[config.mk]
export PLATFORM = sky130hd
export DESIGN_NAME = mem_bus_arbiter
export DESIGN_NICKNAME = d
export VERILOG_FILES = /design/src/rtl/mem_bus_pkg.sv /design/src/rtl/arb_prio_select.sv /design/src/rtl/mem_bus_arbiter.sv
export SDC_FILE = /design/constraint.sdc
export NUM_CORES = 1
export LEC_CHECK = 0
export BUFFER_PORTS_ARGS = -buffer_cell sky130_fd_sc_hd__clkbuf_2
export CORE_ASPECT_RATIO = 1.75
export CORE_UTILIZATION = 41
export DETAILED_ROUTE_END_ITERATION = 16
export PLACE_DENSITY_LB_ADDON = 0.08
export SYNTH_ARGS = -nofsm -noshare
export SYNTH_HDL_FRONTEND = slang
export SYNTH_SLANG_ARGS = --single-unit
[constraint.sdc]
create_clock -name clk -period 1.9 [get_ports clk]
set_input_delay 0.285 -clock clk [delete_from_list [all_inputs] [get_ports clk]]
set_output_delay 0.285 -clock clk [all_outputs]
set_load 0.05 [all_outputs]
[src/rtl/mem_bus_pkg.sv]
// ============================================================================
// Package     : mem_bus_pkg
// Description : Shared definitions for the memory bus arbiter. Provides the
//               arbiter state encodings, the bus-owner codes and the default
//               address/data widths.
// Revision    : 1.0 - initial release
// ============================================================================
`default_nettype none

package mem_bus_pkg;

    // Default bus geometry
    localparam int DEFAULT_AW = 16;
    localparam int DEFAULT_DW = 16;

    // Width of the starvation counter (STARVE_LIMIT range 1..15)
    localparam int STARVE_W = 4;

    // Arbiter state encoding
    typedef logic [1:0] arb_state_t;
    localparam arb_state_t ARB_IDLE    = 2'd0;
    localparam arb_state_t ARB_BUSY    = 2'd1;
    localparam arb_state_t ARB_RELEASE = 2'd2;

    // Bus owner codes
    localparam logic OWNER_CPU = 1'b0;
    localparam logic OWNER_DMA = 1'b1;

endpackage : mem_bus_pkg

`default_nettype wire

[src/rtl/arb_prio_select.sv]
// ============================================================================
// Module      : arb_prio_select
// Description : Winner selection between CPU and DMA requesters, plus the
//               starvation counter that forces a DMA grant after a run of
//               CPU grants made while DMA was waiting.
// Ports       : clk, reset_n      - clock / asynchronous active-low reset
//               cpu_req, dma_req  - request levels from the two requesters
//               grant_en          - high while the arbiter may make a grant
//               winner            - OWNER_CPU or OWNER_DMA (combinational)
// Revision    : 1.0 - initial release
// ============================================================================
`default_nettype none

module arb_prio_select
    import mem_bus_pkg::*;
#(
    parameter int STARVE_LIMIT = 3
) (
    input  logic clk,
    input  logic reset_n,
    input  logic cpu_req,
    input  logic dma_req,
    input  logic grant_en,
    output logic winner
);

    if (STARVE_LIMIT < 1 || STARVE_LIMIT > 15) begin : g_bad_starve_limit
        $error("arb_prio_select: STARVE_LIMIT must be in 1..15");
    end

    localparam logic [STARVE_W-1:0] LIMIT = STARVE_W'(STARVE_LIMIT);

    logic [STARVE_W-1:0] starve_cnt;
    logic                dma_forced;
    logic                grant_made;

    always_comb begin
        dma_forced = (starve_cnt == LIMIT);
        winner     = OWNER_CPU;
        // DMA only wins when it is actually requesting: either alone, or
        // because the CPU has held the bus long enough while DMA waited.
        if (dma_req && (!cpu_req || dma_forced)) begin
            winner = OWNER_DMA;
        end
    end

    assign grant_made = grant_en && (cpu_req || dma_req);

    always_ff @(posedge clk or negedge reset_n) begin
        if (!reset_n) begin
            starve_cnt <= '0;
        end else if (grant_made) begin
            if (winner == OWNER_DMA) begin
                starve_cnt <= '0;
            end else if (dma_req && !dma_forced) begin
                starve_cnt <= starve_cnt + 1'b1;
            end
        end
    end

endmodule : arb_prio_select

`default_nettype wire

[src/rtl/mem_bus_arbiter.sv]
// ============================================================================
// Module      : mem_bus_arbiter
// Description : Shares one external memory port between the CPU controller
//               and a DMA requester. The winner's address, data and direction
//               are registered onto the memory bus, the memory handshake is
//               run to completion, and a one-cycle ack plus read data is
//               returned to the winner. Each access is followed by a single
//               turnaround cycle before the next grant.
// Ports       : clk, reset_n                    - clock / async active-low reset
//               cpu_req/r_w_n/addr/wdata, cpu_ack - CPU requester side
//               dma_req/r_w_n/addr/wdata, dma_ack - DMA requester side
//               rd_data                         - read data, valid with ack
//               mem_req_n/r_w_n/addr/wdata      - memory request side
//               mem_rdata, mem_ack              - memory response side
//               grant_dma                       - DMA owns the bus
//               bus_err                         - access aborted by timeout
// Config      : MEM_TIMEOUT_EN - when defined, an access with no mem_ack for
//               TIMEOUT_CYC busy cycles is aborted with bus_err.
// Revision    : 1.0 - initial release
// ============================================================================
`default_nettype none

module mem_bus_arbiter
    import mem_bus_pkg::*;
#(
    parameter int AW           = DEFAULT_AW,
    parameter int DW           = DEFAULT_DW,
    parameter int STARVE_LIMIT = 3,
    parameter int TIMEOUT_CYC  = 15
) (
    input  logic          clk,
    input  logic          reset_n,
    // CPU requester
    input  logic          cpu_req,
    input  logic          cpu_r_w_n,
    input  logic [AW-1:0] cpu_addr,
    input  logic [DW-1:0] cpu_wdata,
    output logic          cpu_ack,
    // DMA requester
    input  logic          dma_req,
    input  logic          dma_r_w_n,
    input  logic [AW-1:0] dma_addr,
    input  logic [DW-1:0] dma_wdata,
    output logic          dma_ack,
    // Shared read return
    output logic [DW-1:0] rd_data,
    // Memory port
    output logic          mem_req_n,
    output logic          mem_r_w_n,
    output logic [AW-1:0] mem_addr,
    output logic [DW-1:0] mem_wdata,
    input  logic [DW-1:0] mem_rdata,
    input  logic          mem_ack,
    // Status
    output logic          grant_dma,
    output logic          bus_err
);

    if (TIMEOUT_CYC < 2 || TIMEOUT_CYC > 255) begin : g_bad_timeout_cyc
        $error("mem_bus_arbiter: TIMEOUT_CYC must be in 2..255");
    end

    arb_state_t    state;
    logic          owner;
    logic          winner;
    logic          grant_en;
    logic          any_req;
    logic          access_abort;

    logic          sel_r_w_n;
    logic [AW-1:0] sel_addr;
    logic [DW-1:0] sel_wdata;

    assign grant_en = (state == ARB_IDLE);
    assign any_req  = cpu_req | dma_req;

    arb_prio_select #(
        .STARVE_LIMIT (STARVE_LIMIT)
    ) u_prio_select (
        .clk      (clk),
        .reset_n  (reset_n),
        .cpu_req  (cpu_req),
        .dma_req  (dma_req),
        .grant_en (grant_en),
        .winner   (winner)
    );

    // Request fields of whichever requester wins this cycle
    always_comb begin
        sel_r_w_n = cpu_r_w_n;
        sel_addr  = cpu_addr;
        sel_wdata = cpu_wdata;
        if (winner == OWNER_DMA) begin
            sel_r_w_n = dma_r_w_n;
            sel_addr  = dma_addr;
            sel_wdata = dma_wdata;
        end
    end

`ifdef MEM_TIMEOUT_EN
    localparam int            WAIT_W    = 8;
    // wait_cnt holds the number of BUSY cycles already completed, so the
    // TIMEOUT_CYC-th BUSY cycle is the one where it reads TIMEOUT_CYC-1.
    localparam logic [WAIT_W-1:0] WAIT_LAST = WAIT_W'(TIMEOUT_CYC - 1);

    logic [WAIT_W-1:0] wait_cnt;

    always_ff @(posedge clk or negedge reset_n) begin
        if (!reset_n) begin
            wait_cnt <= '0;
        end else if (state == ARB_IDLE) begin
            wait_cnt <= '0;
        end else if (state == ARB_BUSY) begin
            wait_cnt <= wait_cnt + 1'b1;
        end
    end

    // A mem_ack arriving on the expiry cycle takes precedence over the abort
    assign access_abort = (state == ARB_BUSY) && !mem_ack && (wait_cnt == WAIT_LAST);

    always_ff @(posedge clk or negedge reset_n) begin
        if (!reset_n) begin
            bus_err <= 1'b0;
        end else begin
            bus_err <= access_abort;
        end
    end
`else
    assign access_abort = 1'b0;
    assign bus_err      = 1'b0;
`endif

    always_ff @(posedge clk or negedge reset_n) begin
        if (!reset_n) begin
            state     <= ARB_IDLE;
            owner     <= OWNER_CPU;
            mem_req_n <= 1'b1;
            mem_r_w_n <= 1'b1;
            mem_addr  <= '0;
            mem_wdata <= '0;
            rd_data   <= '0;
            cpu_ack   <= 1'b0;
            dma_ack   <= 1'b0;
            grant_dma <= 1'b0;
        end else begin
            cpu_ack <= 1'b0;
            dma_ack <= 1'b0;
            case (state)
                ARB_IDLE: begin
                    if (any_req) begin
                        owner     <= winner;
                        mem_r_w_n <= sel_r_w_n;
                        mem_addr  <= sel_addr;
                        mem_wdata <= sel_wdata;
                        mem_req_n <= 1'b0;
                        grant_dma <= (winner == OWNER_DMA);
                        state     <= ARB_BUSY;
                    end
                end
                ARB_BUSY: begin
                    if (mem_ack || access_abort) begin
                        if (mem_ack) begin
                            // Writes leave the last read value in place
                            if (mem_r_w_n) begin
                                rd_data <= mem_rdata;
                            end
                        end else begin
                            rd_data <= '0;
                        end
                        cpu_ack   <= (owner == OWNER_CPU);
                        dma_ack   <= (owner == OWNER_DMA);
                        mem_req_n <= 1'b1;
                        grant_dma <= 1'b0;
                        state     <= ARB_RELEASE;
                    end
                end
                ARB_RELEASE: begin
                    // Turnaround cycle: no grant, mem_ack ignored
                    state <= ARB_IDLE;
                end
                default: begin
                    state <= ARB_IDLE;
                end
            endcase
        end
    end

endmodule : mem_bus_arbiter

`default_nettype wire

==> impl_metrics.yaml, run 1 <==
critical_path:
  critPathSlowestCell: "nor3b_1"
  slowest_delay_ps: 450
  worstPathCellList: "ha_1 -> nor3b_1 -> o21ai_2 -> buf_4 -> o221ai_1"
  critPathKind: "reg2reg"
  path_max_fanout: 33
  cp-start-kind: "flop"
  critPathCaptureType: "flop"
  required_ps: 2130
  worstPathArrival_ps: 1960
timing:
  tightest_slew_ps: 642
  layout_min_cycle_time_ps: 1720
  slew_headroom_pct: 57.2
  grt_setup_unrepaired: "false"
  slew_viol_final: 0
  setup_viol: 0
  finalCritPeriodShare_pct: 90.7
  worst_clock_skew_ps: 3.12
  tns_ps: 0
  hold_viol_final: 0
  fmax_ghz: 0.580
routing:
  first_pass_iters: 4
  wl_per_cell_um: 15.2
  topRoutingLayerUsed: "met4"
  ant_nets: 0
  route.detailed.drc: 0
  wl_um: 7510
  drt-met1-wl_um: 2940
  vias_per_cell: 5.39
  wl_met3_um: 485
  num_vias: 2658
  drtIter0Drc: 145
  met2WireLength_um: 3760
status:
  status: "finished clean"
synth:
  yosys_warnings: 0
  synth_fp_nets: 362
  synth-seq-cells: 60
  avgSynthCellArea_um2: 10.4
  synth.top_cell.area_share_pct: 51.2
  syn-cell-area_mm2: 0.00284
  async_flop_share_pct: 100
  syn-instance-count: 274
  ys_seq_area_share_pct: 53.0
  yosysUniqueCellTypes: 33
  synth_top_cell_by_area: "dfrtp_1"
  synth_area_leaders: "dfrtp_1, o221ai_1, nand4_1"
  synth-main-ff-cell: "dfrtp_1"
  synth_edf_count: 0
cells_and_area:
  antenna_cells: 0
  ff_latch_area_mm2: 0.00150
  drive_gt1_share_pct: 45.3
  syn2layout_area_growth_pct: 37.9
  multi_input_area_mm2: 0.00108
  fillers: 636
  layout.nets: 494
  fin_area_mm2: 0.00391
clocking:
  clkSlewWorstSetupHoldPaths_ps: 50
  cts_buffers: 9
  clk_latency_ps: 320
  h-tree-depth: 3
  cts_tree: "done"
  cts_root_buf: "clkbuf_16"
  clock-sinks: 60
  cts.path.max_buffers: 2
  cts_resized: 0
global_route:
  antenna_found_initial: 0
  grt_pass1_wl_um: 11900
  grt_max_degree: 69
  overflow: 0
  grt_pass1_vias: 2622
  grt_usage_pct: 21.8
hold_path:
  hp-class: "in2reg"
die:
  die_h_um: 112
  io_pins: 141
  std_cell_rows: 39
  die-width_um: 64.9
  die_area_mm2: 0.00727
  core_area_mm2: 0.00659
  start_util_pct: 43.1
power_and_ir_drop:
  p_leak_nw: 1.97
  irDropWorstVdd_uv: 848
  p_per_area_mw_per_mm2: 1990
placement:
  placed_area_mm2: 0.00362
  place_congestion: 0.810
  hpwl_um: 5180
  portBuffers: 139
flow_run:
  maxCapViolCount: 0
## state kept, by name (all words and copies together) (netlist names)
signal                    cells
mem_addr                     16
mem_wdata                    16
rd_data                      16
u_prio_select.starve_cnt      4
state                         2
cpu_ack                       1
dma_ack                       1
grant_dma                     1
mem_r_w_n                     1
mem_req_n                     1
owner                         1
## logic make-up (layout without fill, tap and decap cells)
group	after synthesis	count (layout)	synth area share, %
other	1	1	0.132
AOI/OAI and AO/OA	42	42	12.4
and+or+nand+nor	89	89	18.3
DFF	60	60	53.0
buffers and inverters	65	202	9.35
adders and majority gates	1	1	0.441
muxes	16	16	6.35
## per-layer routing
layer	global-route usage (%)	up-vias
li1	-	1276
met1	24.9	1240
met2	35.3	117
met3	3.25	25
met4	17.8	0
met5	0	-
## where the power goes
part | internal (mW) | leakage [nW] | switching, mW | total, mW
registers | 1.90 | 0.739 | 0.350 | 2.25
clock network | 0.986 | 0.140 | 0.522 | 1.51
logic | 1.09 | 1.10 | 2.96 | 4.05
total | 3.97 | 1.97 | 3.83 | 7.80
## cells in the mapped netlist, types with 2 or more instances
master	number
dfrtp_1	58
nand3_1	36
inv_1	35
nand4_1	33
o221ai_1	33
clkbuf_1	19
mux2_2	16
buf_2	8
buf_4	3
nand2_1	3
o21ai_0	3
and2_1	2
dfstp_2	2
nand4b_1	2
nor2_1	2
nor2b_1	2
## path summary, 6_finish.rpt
| path | startpoint | to | slack [ps] | depth (start not counted) |
|---|---|---|---|---|
| max | u_prio_select.starve_cnt[0] | mem_addr[15] | 180 | 5 |
| min | mem_ack | state[0] | 180 | 2 |
| max reg2reg | u_prio_select.starve_cnt[0] | mem_addr[15] | 180 | 5 |
| min reg2reg | owner | cpu_ack | 450 | 1 |
| max in group asynchronous | reset_n | mem_r_w_n | 1090 | 3 |
| min in group asynchronous | reset_n | mem_addr[2] | 500 | 3 |
## timing repair
action	in CTS	in global routing
buffers inserted	0	0
hold buffers	1	0
endpoints found under the hold margin	58	0
## worst max-delay path: cells and delay by family, from the launching register on
kind                     cells  cell delay (ps)
AO/OA/AOI/OAI                2              290
adder cells (fa/ha/maj)      1              220
buffers and inverters        1              260
flip-flops                   1              410
AND/OR/NAND/NOR              1              450
## placed cells by master (no fill, tap or decap)
| cell type | instances |
|---|---|
| clkbuf_2 | 139 |
| nand2_1 | 3 |
| clkbuf_8 | 3 |
| o32ai_1 | 1 |
| and3b_1 | 1 |
| inv_1 | 35 |
| nand2b_1 | 1 |
| o21ai_0 | 3 |
| buf_12 | 2 |
| conb_1 | 1 |
| nand4bb_1 | 1 |
| nor2_1 | 1 |
| a21o_1 | 1 |
| nand4b_1 | 2 |
| or2_1 | 1 |
| ha_1 | 1 |
| o221ai_1 | 33 |
| o21ai_2 | 1 |
| nand3_1 | 36 |
| dfstp_2 | 2 |
| a21o_2 | 1 |
| clkbuf_1 | 3 |
| buf_4 | 9 |
| a22o_2 | 1 |
| mux2_2 | 16 |
| dfrtp_1 | 58 |
| dlygate4sd3_1 | 1 |
| clkbuf_16 | 9 |
| and3_2 | 1 |
| nor2b_1 | 2 |
| nor3b_1 | 1 |
| and2_1 | 2 |
| clkinv_2 | 1 |
| or3b_1 | 1 |
| nor2_4 | 1 |
| or4_1 | 1 |
| o2bb2ai_1 | 1 |
| nand4_1 | 33 |
| nor4_1 | 1 |
## through the flow
stage | cells | setup slack, ps | power, mW | hold slack [ps] | utilization (%)
after detailed placement | 476 | 210 | 6.34 | 322 | 54.9
after global placement | 476 | 297 | 6.27 | 325 | 54.9
final | 493 | 177 | 7.80 | 177 | 59.4
after floorplan | 274 | 277 | 5.36 | -10.6 | -
after global routing | 493 | 69.8 | 8.20 | 185 | 59.4
after CTS | 493 | 203 | 7.86 | 171 | 59.4
## final cells by class
class,instances,share of cell area (%)
Sequential cell,60,38.4
Clock inverter,1,0.128
Clock buffer,15,7.10
Timing Repair Buffer,151,20.8
Tap cell,82,2.62
Inverter,35,3.36
Multi-Input combinational cell,149,27.6
Note: power is estimated with default switching activity, not from simulation.
==> run 2: changes to the inputs <==
--- a/config.mk
+++ b/config.mk
@@ -6,8 +6,10 @@
 export NUM_CORES = 1
 export LEC_CHECK = 0
 export BUFFER_PORTS_ARGS = -buffer_cell sky130_fd_sc_hd__clkbuf_2
+export CELL_PAD_IN_SITES_DETAIL_PLACEMENT = 2
+export CELL_PAD_IN_SITES_GLOBAL_PLACEMENT = 2
 export CORE_ASPECT_RATIO = 1.75
-export CORE_UTILIZATION = 41
+export CORE_UTILIZATION = 26
 export DETAILED_ROUTE_END_ITERATION = 16
 export PLACE_DENSITY_LB_ADDON = 0.08
 export SYNTH_ARGS = -nofsm -noshare
==> run 2 against run 1 <==
Compared with the run above:
- flip-flop and latch count unchanged
- critical endpoint is now mem_wdata[9]
- clock power up 21%
- worst hold slack worse by 1.1 ps
- sequential share of layout area down 1.5 points
- non-clock buffer count up 4
- count of clock-buffer cells in the layout down 3
- worst setup slack better by 40 ps
- wire length up 30%
- largest power group unchanged
- sequential power about the same
==> impl_metrics.yaml, run 2 (synthesized netlist as in run 1, its figures left out) <==
global_route:
  overflow: 0
  global_route.usage.met3_pct: 4.30
  grt_max_degree: 61
  grt_pass1_vias: 3073
  grt_busiest_layer: "met2"
  use_met1_pct: 19.0
  antenna_found_initial: 0
  grt_pass1_wl_um: 15800
  grt_usage_pct: 18.8
  met2_usage_pct: 34.6
critical_path:
  crit_top_cell: "buf_4"
  path_buf_inv: 2
  critPathCaptureType: "flop"
  critPathSlowestCell: "dfrtp_1"
  r2r_setup_slack_ps: 220
  path_max_fanout: 17
  critPathKind: "reg2reg"
  cp-start-kind: "flop"
  required_ps: 2080
  reg2reg_to: "mem_wdata[9]"
  worstPathCellList: "ha_1 -> nor3b_1 -> buf_4 -> o21ai_4 -> buf_4 -> o221ai_1"
  worstPathArrival_ps: 1870
  crit_family: "buffers and inverters"
  worst_r2r_path_depth: 6
  slowest_delay_ps: 420
  reg2reg_from: "u_prio_select.starve_cnt[0]"
hold_path:
  hold_path_end: "state[0]"
  hold_depth: 2
  hp-class: "in2reg"
  min-delay-start: "mem_ack"
cells_and_area:
  antenna_cells: 0
  syn2layout_area_growth_pct: 43.4
  drive_gt1_share_pct: 46.7
  biggestRegsByFlops: "mem_addr: 16 flops, mem_wdata: 16 flops, rd_data: 16 flops"
  final_common_cell: "clkbuf_2"
  layout.nets: 498
  final_cell_mix: "clkbuf_2, dfrtp_1, nand3_1, inv_1"
  fin_cells: 545
  fin_util_pct: 38.3
  ff_latch_area_mm2: 0.00150
  fillers: 1225
  multi_input_area_mm2: 0.00109
placement:
  hpwl_um: 6970
  portBuffers: 139
  dp.cells: 528
  place_congestion: 0.692
die:
  start_util_pct: 26.7
  io_pins: 141
  die_area_mm2: 0.0113
  std_cell_rows: 50
  die-width_um: 81.0
  die_h_um: 140
  core_area_mm2: 0.0106
timing:
  grt_setup_unrepaired: "false"
  hold_viol_final: 0
  slew_viol_final: 0
  tns_ps: 0
  layout_min_cycle_time_ps: 1680
  worst_clock_skew_ps: 5.38
  fmax_ghz: 0.594
  setup_viol: 0
  finalCritPeriodShare_pct: 88.6
power_and_ir_drop:
  p_leak_nw: 2.02
  irDropWorstVdd_uv: 781
  p_per_area_mw_per_mm2: 2030
clocking:
  postCtsHoldBufs: 1
  clock-sinks: 60
  clk_latency_ps: 330
  cts_buffers: 9
  cts_resized: 0
  cts_setup_buffers: 0
  cts_root_buf: "clkbuf_16"
  cts_tree: "done"
  clkSlewWorstSetupHoldPaths_ps: 50
  cts.path.max_buffers: 2
  h-tree-depth: 3
routing:
  route.detailed.drc: 0
  ant_nets: 0
  wl_um: 9750
  first_pass_iters: 6
  drtIter0Drc: 69
  wl_per_cell_um: 17.9
  vias_per_cell: 5.07
  num_vias: 2762
flow_run:
  maxCapViolCount: 0
status:
  status: "finished clean"
## run 2: cell count changes in the layout (fill, tap and decap cells not counted)
cell / before / now
buf_2: 0 / 1
clkinv_2: 1 / 2
clkbuf_1: 3 / 0
o21ai_2: 1 / 0
clkbuf_2: 139 / 138
buf_4: 9 / 13
nand4bb_1: 1 / 0
nand4bb_2: 0 / 1
bufinv_16: 0 / 2
o21ai_4: 0 / 1
## run 2: worst max path at each step
| stage | startpoint | to | slack [ps] | cells after the start |
|---|---|---|---|---|
| global placement | u_prio_select.starve_cnt[0] | mem_wdata[5] | 300 | 6 |
| finish | u_prio_select.starve_cnt[0] | mem_wdata[9] | 220 | 6 |
| CTS | u_prio_select.starve_cnt[0] | mem_wdata[9] | 180 | 6 |
| detailed placement | u_prio_select.starve_cnt[0] | mem_wdata[9] | 200 | 6 |
| floorplan | u_prio_select.starve_cnt[0] | mem_addr[0] | 280 | 5 |
| global route | u_prio_select.starve_cnt[0] | mem_wdata[2] | 100 | 6 |
## run 2: cell type report
class	count	area share [%]
Clock inverter	4	1.72
Inverter	35	3.23
Timing Repair Buffer	155	20.7
Sequential cell	60	37.0
Multi-Input combinational cell	149	26.8
Clock buffer	12	6.55
Tap cell	130	4.00
## run 2: worst reg2reg max path: cells and delay by family, from the launching register on
family	cells	cell delay (ps)
buffers and inverters	2	420
and+or+nand+nor	1	160
adders and majority gates	1	270
DFF	1	420
AOI/OAI and AO/OA	2	280
## run 2: routing by layer
metal | wire [um] | up-vias
li1 | - | 1284
met1 | 3590 | 1380
met2 | 5440 | 83
met3 | 478 | 15
met4 | 236 | 0
met5 | 0 | -
## run 2: metrics by stage
stage	worst slack [ps]	area, um^2	power [mW]	hold slack (ps)
after floorplan	277	2840	5.36	-10.6
final	217	4070	8.26	176
after global placement	298	3720	6.42	327
after global routing	102	4070	8.74	184
after CTS	184	4070	8.40	168
after detailed placement	198	3720	6.53	333
## run 2: report_power, final
group	switching [mW]	leakage [nW]	internal [mW]
combinational	3.04	1.11	1.13
sequential	0.370	0.739	1.90
clock	0.573	0.169	1.25
total	3.99	2.02	4.28
==> run 3: changes to the inputs <==
--- a/config.mk
+++ b/config.mk
@@ -12,6 +12,7 @@
 export CORE_UTILIZATION = 26
 export DETAILED_ROUTE_END_ITERATION = 16
 export PLACE_DENSITY_LB_ADDON = 0.08
+export RECOVER_POWER = 50
 export SYNTH_ARGS = -nofsm -noshare
 export SYNTH_HDL_FRONTEND = slang
 export SYNTH_SLANG_ARGS = --single-unit
==> run 3 against run 2 <==
Compared with the run above:
- die area unchanged
- fmax about the same
- first-iteration DRC count increased by 4.3%
- power decreased by 0.81%
- cell count unchanged
- critical path depth unchanged
- critical endpoint unchanged
- largest power group unchanged
==> impl_metrics.yaml, run 3 (synthesized netlist as in run 1, its figures left out) <==
status:
  status: "finished clean"
critical_path:
  critPathCaptureType: "flop"
  crit_top_cell: "buf_4"
  worstPathCellList: "ha_1 -> nor3b_1 -> buf_4 -> o21ai_4 -> buf_4 -> o221ai_1"
  crit_cells: 6
  cp-start-kind: "flop"
  required_ps: 2080
  worstPathArrival_ps: 1870
  critPathSlowestCell: "dfrtp_1"
  worst_r2r_path_depth: 6
  slowest_delay_ps: 420
  path_max_fanout: 17
  path_buf_inv: 2
  crit_family: "buffers and inverters"
  critPathKind: "reg2reg"
power_and_ir_drop:
  p_total_mw: 8.19
  p_per_area_mw_per_mm2: 2040
  p_leak_nw: 1.94
  irDropWorstVdd_uv: 757
clocking:
  cts_root_buf: "clkbuf_16"
  cts_tree: "done"
  clk_latency_ps: 330
  cts_buffers: 9
  cts_resized: 0
  clkSlewWorstSetupHoldPaths_ps: 50
  clock-sinks: 60
  cts.path.max_buffers: 2
  h-tree-depth: 3
  postCtsHoldBufs: 1
  cts_setup_buffers: 0
die:
  die_h_um: 140
  start_util_pct: 26.7
  die_area_mm2: 0.0113
  std_cell_rows: 50
  core_area_mm2: 0.0106
  die-width_um: 81.0
  io_pins: 141
global_route:
  grt_usage_pct: 18.8
  antenna_found_initial: 0
  grt_max_degree: 61
  overflow: 0
  grt_pass1_vias: 3073
  grt_pass1_wl_um: 15800
cells_and_area:
  antenna_cells: 0
  syn2layout_area_growth_pct: 41.9
  ff_latch_area_mm2: 0.00150
  biggestRegsByFlops: "mem_addr: 16 flops, mem_wdata: 16 flops, rd_data: 16 flops"
  fin_util_pct: 37.8
  fillers: 1243
  fin_cells: 545
  final_common_cell: "clkbuf_2"
  layout.nets: 498
  final_cell_mix: "clkbuf_2, dfrtp_1, nand3_1, inv_1"
  multi_input_area_mm2: 0.00109
  drive_gt1_share_pct: 41.0
timing:
  hold_viol_final: 0
  grt_setup_unrepaired: "false"
  slew_viol_final: 0
  tns_ps: 0
  hold_ws_ps: 176
  tightest_slew_ps: 857
  setup_viol: 0
  layout_min_cycle_time_ps: 1680
  worst_clock_skew_ps: 5.45
  slew_headroom_pct: 42.8
  fmax_ghz: 0.594
  finalCritPeriodShare_pct: 88.6
hold_path:
  hp-class: "in2reg"
  hold_depth: 2
routing:
  wl_per_cell_um: 17.9
  drtIter0Drc: 72
  first_pass_iters: 4
  route.detailed.drc: 0
  num_vias: 2758
  ant_nets: 0
  wl_um: 9770
  vias_per_cell: 5.06
placement:
  portBuffers: 139
  place_congestion: 0.692
  hpwl_um: 6970
  dp.cells: 528
flow_run:
  maxCapViolCount: 0
## run 3: cell types whose count changed in the layout (fill, tap and decap cells not counted)
cell / delta
clkbuf_4: +1
clkbuf_1: +24
buf_12: -1
buf_4: -1
clkbuf_2: -23
## run 3: path summary, 6_finish.rpt
check	from	slack (ps)	end
min in group asynchronous	reset_n	710	rd_data[9]
min	mem_ack	180	state[0]
max in group asynchronous	reset_n	630	mem_wdata[8]
max reg2reg	u_prio_select.starve_cnt[0]	220	mem_wdata[9]
max	u_prio_select.starve_cnt[0]	220	mem_wdata[9]
min reg2reg	owner	460	cpu_ack
## run 3: per-stage QoR
| stage | area [um^2] | setup WS (ps) |
|---|---|---|
| after floorplan | 2840 | 277 |
| after global placement | 3720 | 298 |
| after detailed placement | 3720 | 198 |
| after CTS | 4070 | 184 |
| after global routing | 4020 | 102 |
| final | 4020 | 217 |
## run 3: where the power goes
part | switching, mW | internal (mW) | total [mW]
Sequential | 0.369 | 1.90 | 2.26
Clock | 0.573 | 1.25 | 1.82
Combinational | 3.04 | 1.06 | 4.11
Total | 3.99 | 4.21 | 8.19
## run 3: cell type report
class / instances / share of cell area, %
clock buffers: 12 / 6.62
clock inverters: 4 / 1.74
inverters: 35 / 3.26
multi-input cells: 149 / 27.1
flip-flops and latches: 60 / 37.4
well taps: 130 / 4.04
repair buffers: 155 / 19.8
## run 3: metal layers
layer  global-route usage [%]  routed length, um  up-vias
met3                     4.30                484       15
li1                         -                  -     1283
met2                     34.6               5450       83
met4                     9.12                236        0
met5                        0                  0        -
met1                     19.0               3600     1377
